`config.mk`:
```
export PLATFORM = sky130hd
export DESIGN_NAME = linebuf_scanout
export DESIGN_NICKNAME = d
export VERILOG_FILES = /design/src/rtl/linebuf_scanout.sv
export SDC_FILE = /design/constraint.sdc
export NUM_CORES = 1
export LEC_CHECK = 0
export CELL_PAD_IN_SITES_DETAIL_PLACEMENT = 0
export CELL_PAD_IN_SITES_GLOBAL_PLACEMENT = 1
export CORE_ASPECT_RATIO = 1.1
export CORE_UTILIZATION = 45
export DETAILED_ROUTE_END_ITERATION = 7
export PLACE_DENSITY_LB_ADDON = 0.08
export SLEW_MARGIN = 10
export SYNTH_ARGS = -nofsm -noshare
export SYNTH_HDL_FRONTEND = slang
export SYNTH_SLANG_ARGS = --single-unit
```
`constraint.sdc`:
```
create_clock -name clk -period 4.5 [get_ports clk]
set_clock_uncertainty 0.15 [all_clocks]
set_input_delay 0.9 -clock clk [delete_from_list [all_inputs] [get_ports clk]]
set_output_delay 0.9 -clock clk [all_outputs]
set_load 0.1 [all_outputs]
```
`src/rtl/linebuf_scanout.sv`:
```
// linebuf_scanout: read side of the double-buffered line buffer.
// On each pixel strobe it fetches a 5-bit colour index, applies left-column
// blanking, display enable and backdrop substitution, then looks the index
// up in a 32 x 6-bit colour RAM and drives 12-bit RGB.
// Pipeline: stage 0 registers the read index and tags, stage 1 selects the
// index combinationally, stage 2 registers the CRAM read, and stage 3
// registers the expanded colour. Result: pix_en at T -> rgb_* at T+3.
// Build option LINEBUF_SCANOUT_BORDER_EN: when defined, border and blanked
// pixels show CRAM[{1, backdrop}]. When undefined, they show black.
module linebuf_scanout (
  input  logic       clk,
  input  logic       reset,
  input  logic       line_start,
  input  logic       pix_en,
  input  logic       vactive,
  input  logic       display_en,
  input  logic       left_col_blank,
  input  logic [3:0] backdrop,
  input  logic [4:0] cram_wraddr,
  input  logic [5:0] cram_wrdata,
  input  logic       cram_wren,
  output logic [7:0] linebuf_rdidx,
  input  logic [4:0] linebuf_data,
  output logic [3:0] rgb_r,
  output logic [3:0] rgb_g,
  output logic [3:0] rgb_b,
  output logic       pixel_valid
);

  // A strobe that coincides with line_start is dropped.
  logic       accept;
  logic [8:0] hcnt;

  logic       s0_valid;
  logic       s0_active;
  logic       s0_x_lt8;

  logic       s1_use_lb;
  logic [4:0] s1_idx;

  logic       s2_valid;
  logic [5:0] s2_color;

  logic [5:0] cram [32];

  assign accept = pix_en && !line_start;

  // Horizontal pixel counter: restarts on line_start, saturates at 256.
  // NOTE: every clocked block uses non-blocking (<=) assignments.
  //       This makes all registers update together at the edge, so a
  //       register never sees a neighbour's new value early.
  always_ff @(posedge clk) begin
    if (reset) begin
      hcnt <= 9'd256;
    end else if (line_start) begin
      hcnt <= 9'd0;
    end else if (pix_en && !hcnt[8]) begin
      hcnt <= hcnt + 9'd1;
    end
  end

  // Stage 0: issue the line buffer read and capture the per-pixel tags.
  always_ff @(posedge clk) begin
    if (reset) begin
      linebuf_rdidx <= 8'd0;
      s0_valid      <= 1'b0;
      s0_active     <= 1'b0;
      s0_x_lt8      <= 1'b0;
    end else begin
      s0_valid <= accept;
      if (accept) begin
        linebuf_rdidx <= hcnt[7:0];
        s0_active     <= !hcnt[8] && vactive && display_en;
        s0_x_lt8      <= (hcnt < 9'd8);
      end
    end
  end

  // Stage 1: choose the line buffer index or the border index.
  // NOTE: every signal gets a default value at the top of always_comb.
  //       If some path left a signal unassigned, synthesis would infer a latch.
  always_comb begin
    s1_use_lb = 1'b0;
    s1_idx    = {1'b1, backdrop};
    if (s0_active && !(left_col_blank && s0_x_lt8)) begin
      s1_use_lb = 1'b1;
      s1_idx    = linebuf_data;
    end
  end

  // Stage 2: registered CRAM read.
  // A write in the same cycle lands at this same edge, so the read sees the
  // old value.
  always_ff @(posedge clk) begin
    if (reset) begin
      s2_valid <= 1'b0;
      s2_color <= 6'd0;
    end else begin
      s2_valid <= s0_valid;
`ifdef LINEBUF_SCANOUT_BORDER_EN
      s2_color <= cram[s1_idx];
`else
      s2_color <= s1_use_lb ? cram[s1_idx] : 6'd0;
`endif
    end
  end

  // CPU write port into the colour RAM.
  // NOTE: this is a small flop array, not a RAM macro, so clearing every
  //       entry on reset costs only reset fan-out. Do not keep this pattern
  //       if the array is ever moved into a real RAM.
  always_ff @(posedge clk) begin
    if (reset) begin
      for (int i = 0; i < 32; i++) begin
        cram[i] <= 6'd0;
      end
    end else if (cram_wren) begin
      cram[cram_wraddr] <= cram_wrdata;
    end
  end

  // Stage 3: expand each 2-bit channel to 4 bits by replication, then register.
  always_ff @(posedge clk) begin
    if (reset) begin
      rgb_r       <= 4'd0;
      rgb_g       <= 4'd0;
      rgb_b       <= 4'd0;
      pixel_valid <= 1'b0;
    end else begin
      pixel_valid <= s2_valid;
      if (s2_valid) begin
        rgb_r <= {2{s2_color[1:0]}};
        rgb_g <= {2{s2_color[3:2]}};
        rgb_b <= {2{s2_color[5:4]}};
      end
    end
  end

endmodule

```
After elaboration in Yosys (flattened, before gate mapping) --
Memory sizes are Yosys's and may differ from the RTL's. A register that Yosys moved wholly into a read port is not among the register bits. Index checks and enable logic that the tools add are counted.
Word-level totals: memories kept 1, bits in latches 0, register bits after elaboration 34, bits in read-only memories 0, output and inout port bits 21, word-level logic and storage cells 40, memory bits (writable) 192
Operators by class: muxes and demuxes 12, div/mod/pow operators 0, shifts and indexed selects 0, reduce and logical (&&, ||, !) cells 13, equal/unequal tests 0, $lt $le $gt $ge 1, multipliers 0, add/subtract/negate cells 1, bitwise gates (word level) 1
Memory list:
- cram | depth 32, width 6, read ports 1, clocked after Yosys merged registers in 1, write ports 32, line 44 | logic [5:0] cram [32];
Operators with widths (number):
- 9-bit two-way mux | 2
- 5-bit two-way mux | 2
- 9-bit by 1-bit adder with 9-bit output, second input constant | 1
- 9-bit by 4-bit < comparator with 1-bit output, second input constant | 1
- 1-bit two-way mux | 7
- 1-bit logical AND | 6
- 6-bit two-way mux | 1
- 6-bit OR reduction | 1
- 2-bit OR reduction | 2
- 1-bit zero test | 3
- 2-bit nonzero test | 1
- 1-bit NOT | 1

Logic depth before layout (Yosys ltp) --
Gate-level depths: netlist of the first run.
word-level depth 6, mapped depth 7, gate-level depth less buffers 5

Worst setup path after synthesis of the first run --
No wires, ideal clock.
path type input -> register, start in reset, end mem cram[12][0] (enable), path slack 1999 ps, stages on the path 6, arrival 2048 ps, library setup time 303 ps, path buffers 2, cells stage by stage clkbuf_8 nand2b_1 or3_1 clkbuf_1 nor2_1 or2_2
RTL lines:
- start: declaration | line 12 | input logic reset,
- end: declaration | line 44

Worst setup path in the final report of the first run --
start reg rgb_g[1], end out rgb_g[1]
RTL lines:
- start: declaration | line 25 | output logic [3:0] rgb_g,
- start signal: assignment | line 133 | rgb_g <= {2{s2_color[3:2]}};
No word-level cell between the ends.

==> results of run 1 <==
-- logic make-up (layout without fill, tap and decap cells) --
group	Yosys count	count (layout)	share of synthesized area
xor gates and xnor gates	4	4	0.00289
DFF	226	226	0.532
and+or+nand+nor	381	381	0.177
buffers and inverters	73	107	0.0404
AOI/OAI and AO/OA	68	68	0.0416
adders and majority gates	1	1	0.00103
muxes	124	124	0.205
-- per-stage QoR --
step	hold WS (ns)	total power [mW]	setup WS [ns]	instance area, um2	util
floorplan	0.264	2.78	2.00	12100	-
global placement	0.288	2.95	1.04	12600	0.480
detailed placement	0.285	2.96	0.919	12600	0.480
CTS	0.302	5.00	1.36	13500	0.512
global route	0.310	5.12	1.26	13500	0.512
finish	0.295	4.98	1.40	13500	0.512
-- state kept, by name, summed over array words and instances (netlist names), 2 cells and up --
name and count:
linebuf_rdidx 8, cram 192, rgb_g 2, rgb_b 2
s2_color 6, rgb_r 2, hcnt 9
-- cell usage in the layout, fill, tap and decap left out, drive strengths merged, types with 7 or more instances in the layout --
master / instances
and2: 192
dfxtp: 34
nor2: 57
clkdlybuf4s50: 41
or2: 33
clkbuf: 27
edfxtp: 192
clkinv: 9
buf: 17
nand4: 28
mux2i: 31
nand2: 40
mux4: 93
nand3: 7
a21oi: 16
-- power groups by stage --
stage | Combinational (mW) | Clock [mW] | Sequential (mW)
finish | 0.488 | 2.06 | 2.43
CTS | 0.487 | 2.08 | 2.43
global route | 0.514 | 2.17 | 2.44
floorplan | 0.341 | 0 | 2.44
detailed placement | 0.486 | 0 | 2.48
global placement | 0.479 | 0 | 2.47
-- metal layers --
metal,share of wire,vias up
li1,-,3377
met1,0.41,3894
met2,0.48,355
met3,0.075,57
met4,0.028,0
met5,0,-
-- layout make-up --
type                    instances  area, um2  share of cell area
clock buffers                  27        633              0.0471
clock inverters                16        185              0.0138
inverters                       6       22.5             0.00167
multi-input cells             578       5180               0.385
flip-flops and latches        226       6450               0.479
well taps                     352        440              0.0327
repair buffers                 58        548              0.0407
-- how the worst min path moves through the flow --
stage,startpoint,to,depth (start not counted)
after floorplan,s0_valid$_SDFF_PP0_,s2_valid$_SDFF_PP0_,1
after global placement,s0_valid$_SDFF_PP0_,s2_valid$_SDFF_PP0_,1
after detailed placement,s0_valid$_SDFF_PP0_,s2_valid$_SDFF_PP0_,1
after CTS,s0_valid$_SDFF_PP0_,s2_valid$_SDFF_PP0_,1
after global routing,s0_valid$_SDFF_PP0_,s2_valid$_SDFF_PP0_,1
final,s0_valid$_SDFF_PP0_,s2_valid$_SDFF_PP0_,1
==> impl_results.md, run 1 <==
* Synth area leader: edfxtp_1
* Drt pass-1 iters at 6
* R2r worst-path depth at 5
* TritonCTS clock tree: yes
* Pint at 3.82 mW
* Reg-to-reg slack, setup at 2.00 ns
* Met3 GRT Util at 0.0464
* Initial antenna violation count at 0
* Yosys warning total at 0
* Top cells by area, synth: edfxtp_1 (48%), mux4_2 (14%), and2_1 (9.9%)
* Slowest cell on crit path: clkdlybuf4s50_1
* CTS Hold Bufs at 0
* Number of inserted diodes at 0
* Tcrit/Tclk final at 0.690
* Post-CTS setup buffer count at 0
* Share of the synthesized area in the top cell type at 0.476
* Num CTS Buffers at 24
* CP top delay family: buffers and inverters
* Clk slew on worst S/H paths at 0.06 ns
* GRT Util Overall at 0.246
* Post-synth top flop: edfxtp_1
* Max-Cap Viols at 0
* Crit start category: flip-flop
* CP Depth at 1
* Port Buffers at 48
* Top post-synthesis cells by count: and2_1 (192), edfxtp_1 (192), mux4_2 (74)
* First-pass GRT wire length at 49100 um
* Die height at 174 um
* Clk root buf: clkbuf_16
* CP max stage delay at 1.16 ns
* Initial Util at 0.461
* Hold Violations, Final at 0
* Finished Layout Cells at 1263
* Die X at 158 um
* Worst path required time at 3.45 ns
* Met2 usage at 0.400
* Post-DRT Antenna Nets at 0
* Period minus WS final at 3.10 ns
* Peak Freq at 322 MHz
* Routed WL at 32600 um
* Mapped Nets at 906
* Asr flop ratio synth at 0
* Drt first-iter violations at 614
* Layout cell share with drive strength beyond 1 at 0.188
* Worst setup path endpoint: rgb_g[1]
* DRC errors left at 0
* #FFs+latches synth at 226
* GR peak layer: met2
* PD cells at 370 nW/um2
* Slew @ Worst Pin at 0.999 ns
* Arr. time, crit path at 2.05 ns
* Via count at 7683
* Slew HR at 0.334
* Reg2Reg Capture Point: s2_color[4]$_SDFF_PP0_
* Global route overflow at 0
* Setup TNS at 0 ns
* Total number of H-tree levels at 1
* Final Max Tran Viols at 0
* Comb pwr share at 0.098
* Row cnt at 62
* WL per Instance at 25.8 um
* Vias in the first global route at 7690
* Synthesized area at 12100 um2
* Crit path kind: reg2out
* Clock group share of total power at 0.413
* Placed cell count at 1220
* Num Clock Sinks at 226
* Final setup vio count at 0
* Net Sw Frac at 0.232
* P_sw at 1.15 mW
* Hold Crit Class: reg2reg
* CP startpoint: rgb_g[1]$_SDFFE_PP0P_
* Worst-path cell chain: clkdlybuf4s50_1
* NumNets Final at 923
* Area of the core at 26300 um2
* Vias per cell at 6.08
* CTS Buffer Depth at 3
* VDD IR max at 0.000316 V
* Sequential fraction of the synthesis area at 0.532
* Area Overhead vs Synth at 11.1%
* Seq pwr share at 0.489
* GP Congestion at 0.882
* Distinct cells, synth at 55
* EDFF count, synth at 192
* Mapped Avg Cell Area at 13.8 um2
* Leakage Power at 4.64 nW
* HPWL after DPL at 21800 um
* Fillers at 2235
* Status: finished clean
* RSZ-0062 raised after global routing: no
* I/O pin count at 49
* Worst-path fanout max at 3
* Worst Setup End Kind: output pin
* Clock Latency Late Sink at 0.52 ns
* Buf/Inv on CP at 1
* Met1 Use GR at 0.332
* Synth Instances at 877
* Die area at 27600 um2
* Pin count of the biggest net entering global routing at 55
* RR Startpoint: s0_active$_SDFFE_PP0P_
* Post-CTS Resized at 0
Power figures use the tool's default switching activity.
==> inputs of run 2 (changes only) <==
Clock period 4.5 ns to 2.99 ns, I/O delays scaled along.
==> impl_results.md, run 2 (synthesis results as in run 1) <==
* GRT Util Overall at 0.241
* Commonest cells after routing, fill and taps aside: and2_1 (192), edfxtp_1 (192), buf_4 (83)
* GP Congestion at 0.899
* VDD IR max at 0.000355 V
* RR Startpoint: s0_active$_SDFFE_PP0P_
* Hold Crit Class: reg2reg
* Post-CTS Resized at 0
* CTS Hold Bufs at 0
* Peak Freq at 435 MHz
* Placed cell count at 1276
* Arr. time, crit path at 2.38 ns
* Slew HR at 0.514
* Area of the core at 26300 um2
* Clk root buf: clkbuf_16
* Slew @ Worst Pin at 0.729 ns
* Reg-to-reg slack, setup at 0.94 ns
* Status: finished clean
* RSZ-0062 raised after global routing: no
* Vias in the first global route at 7815
* R2r worst-path depth at 5
* Biggest regs: cram (192), hcnt (9), linebuf_rdidx (8)
* Min Hold Slack at 0.285 ns
* Clk slew on worst S/H paths at 0.06 ns
* HPWL after DPL at 22200 um
* Num CTS Buffers at 25
* WL per Instance at 24.3 um
* Worst path required time at 3.07 ns
* Die area at 27600 um2
* Worst Setup End Kind: flip-flop
* Most flops, register: cram
* TritonCTS clock tree: yes
* Final setup vio count at 0
* Max-Cap Viols at 0
* Worst-path fanout max at 8
* Die height at 174 um
* Drt first-iter violations at 771
* Row cnt at 62
* Die X at 158 um
* Setup TNS at 0 ns
* Design Area, Final at 13800 um2
* CP startpoint: cram_wraddr[3]
* Tcrit/Tclk final at 0.768
* Crit path kind: in2reg
* Hold Violations, Final at 0
* Area Overhead vs Synth at 14.2%
* Worst setup path endpoint: cram[8][3]$_SDFFCE_PN0P_
* Initial Util at 0.461
* Power, Total at 7.38 mW
* Vias per cell at 5.90
* Pin count of the biggest net entering global routing at 49
* Crit start category: input port
* Initial antenna violation count at 1
* Leakage Power at 4.96 nW
* Total number of H-tree levels at 1
* Post-DRT Antenna Nets at 0
* Routed WL at 32100 um
* PD cells at 534 nW/um2
* I/O pin count at 49
* CTS Buffer Depth at 3
* Num Clock Sinks at 226
* Reg2Reg Capture Point: s2_color[4]$_SDFF_PP0_
* Via count at 7792
* Clock Latency Late Sink at 0.53 ns
* Layout cell share with drive strength beyond 1 at 0.252
* Final Max Tran Viols at 0
* First-pass GRT wire length at 48200 um
* DRC errors left at 0
* Drt pass-1 iters at 5
* Placed cell area at 13000 um2
* Max reg flops at 192
* Fillers at 2220
* Period minus WS final at 2.30 ns
* NumNets Final at 980
* Post-CTS setup buffer count at 0
* Global route overflow at 0
* Finished Layout Cells at 1321
* Port Buffers at 48
* Number of inserted diodes at 0
## run 2: cell count changes in the layout (fill, tap and decap cells not counted), moves of 2 or more
cell | previous run | this run
buf_12 | 2 | 5
clkinv_4 | 0 | 2
bufinv_16 | 4 | 2
clkinv_2 | 6 | 3
clkinv_1 | 3 | 6
buf_2 | 6 | 4
buf_4 | 9 | 83
clkdlybuf4s50_1 | 41 | 22
## run 2: worst min-delay path by stage
stage	from	to	slack [ns]	cells after the start
floorplan	s0_valid$_SDFF_PP0_	s2_valid$_SDFF_PP0_	0.26	1
global placement	s0_valid$_SDFF_PP0_	s2_valid$_SDFF_PP0_	0.29	1
detailed placement	s0_valid$_SDFF_PP0_	s2_valid$_SDFF_PP0_	0.27	1
CTS	s0_valid$_SDFF_PP0_	s2_valid$_SDFF_PP0_	0.29	1
global route	s0_valid$_SDFF_PP0_	s2_valid$_SDFF_PP0_	0.32	1
finish	s0_valid$_SDFF_PP0_	s2_valid$_SDFF_PP0_	0.29	1
## run 2: power by group
group	switching, mW	total (mW)	internal, mW
sequential	0.102	3.67	3.57
clock	1.26	2.96	1.71
combinational	0.394	0.749	0.355
## run 2: worst max-delay path: stages
cell and delay, ns:
clkdlybuf4s50_1 0.60, or3b_2 0.58, nor2_1 0.34, or2_2 0.26
## run 2: cell type report
class                      count  area, um2  area share
clock buffer                  28        637      0.0460
clock inverter                17        148      0.0107
inverter                       6       22.5     0.00163
multi-input combinational    578       5180       0.374
sequential                   226       6450       0.466
tap                          352        440      0.0318
timing repair buffer         114        963      0.0696
## run 2: metal layers
layer / part of all wire / routed length, um / up-vias / track usage
met5: 0 / 0 / - / 0
met4: 0.026 / 828 / 0 / 0.0685
met3: 0.063 / 2020 / 65 / 0.0282
met2: 0.49 / 15600 / 298 / 0.395
met1: 0.42 / 13600 / 3948 / 0.337
li1: - / - / 3481 / -
## run 2: metrics by stage
stage	util	setup slack (ns)
after detailed placement	0.496	0.156
after floorplan	-	0.791
final	0.526	0.693
after global routing	0.526	0.620
after CTS	0.526	0.713
after global placement	0.496	0.217
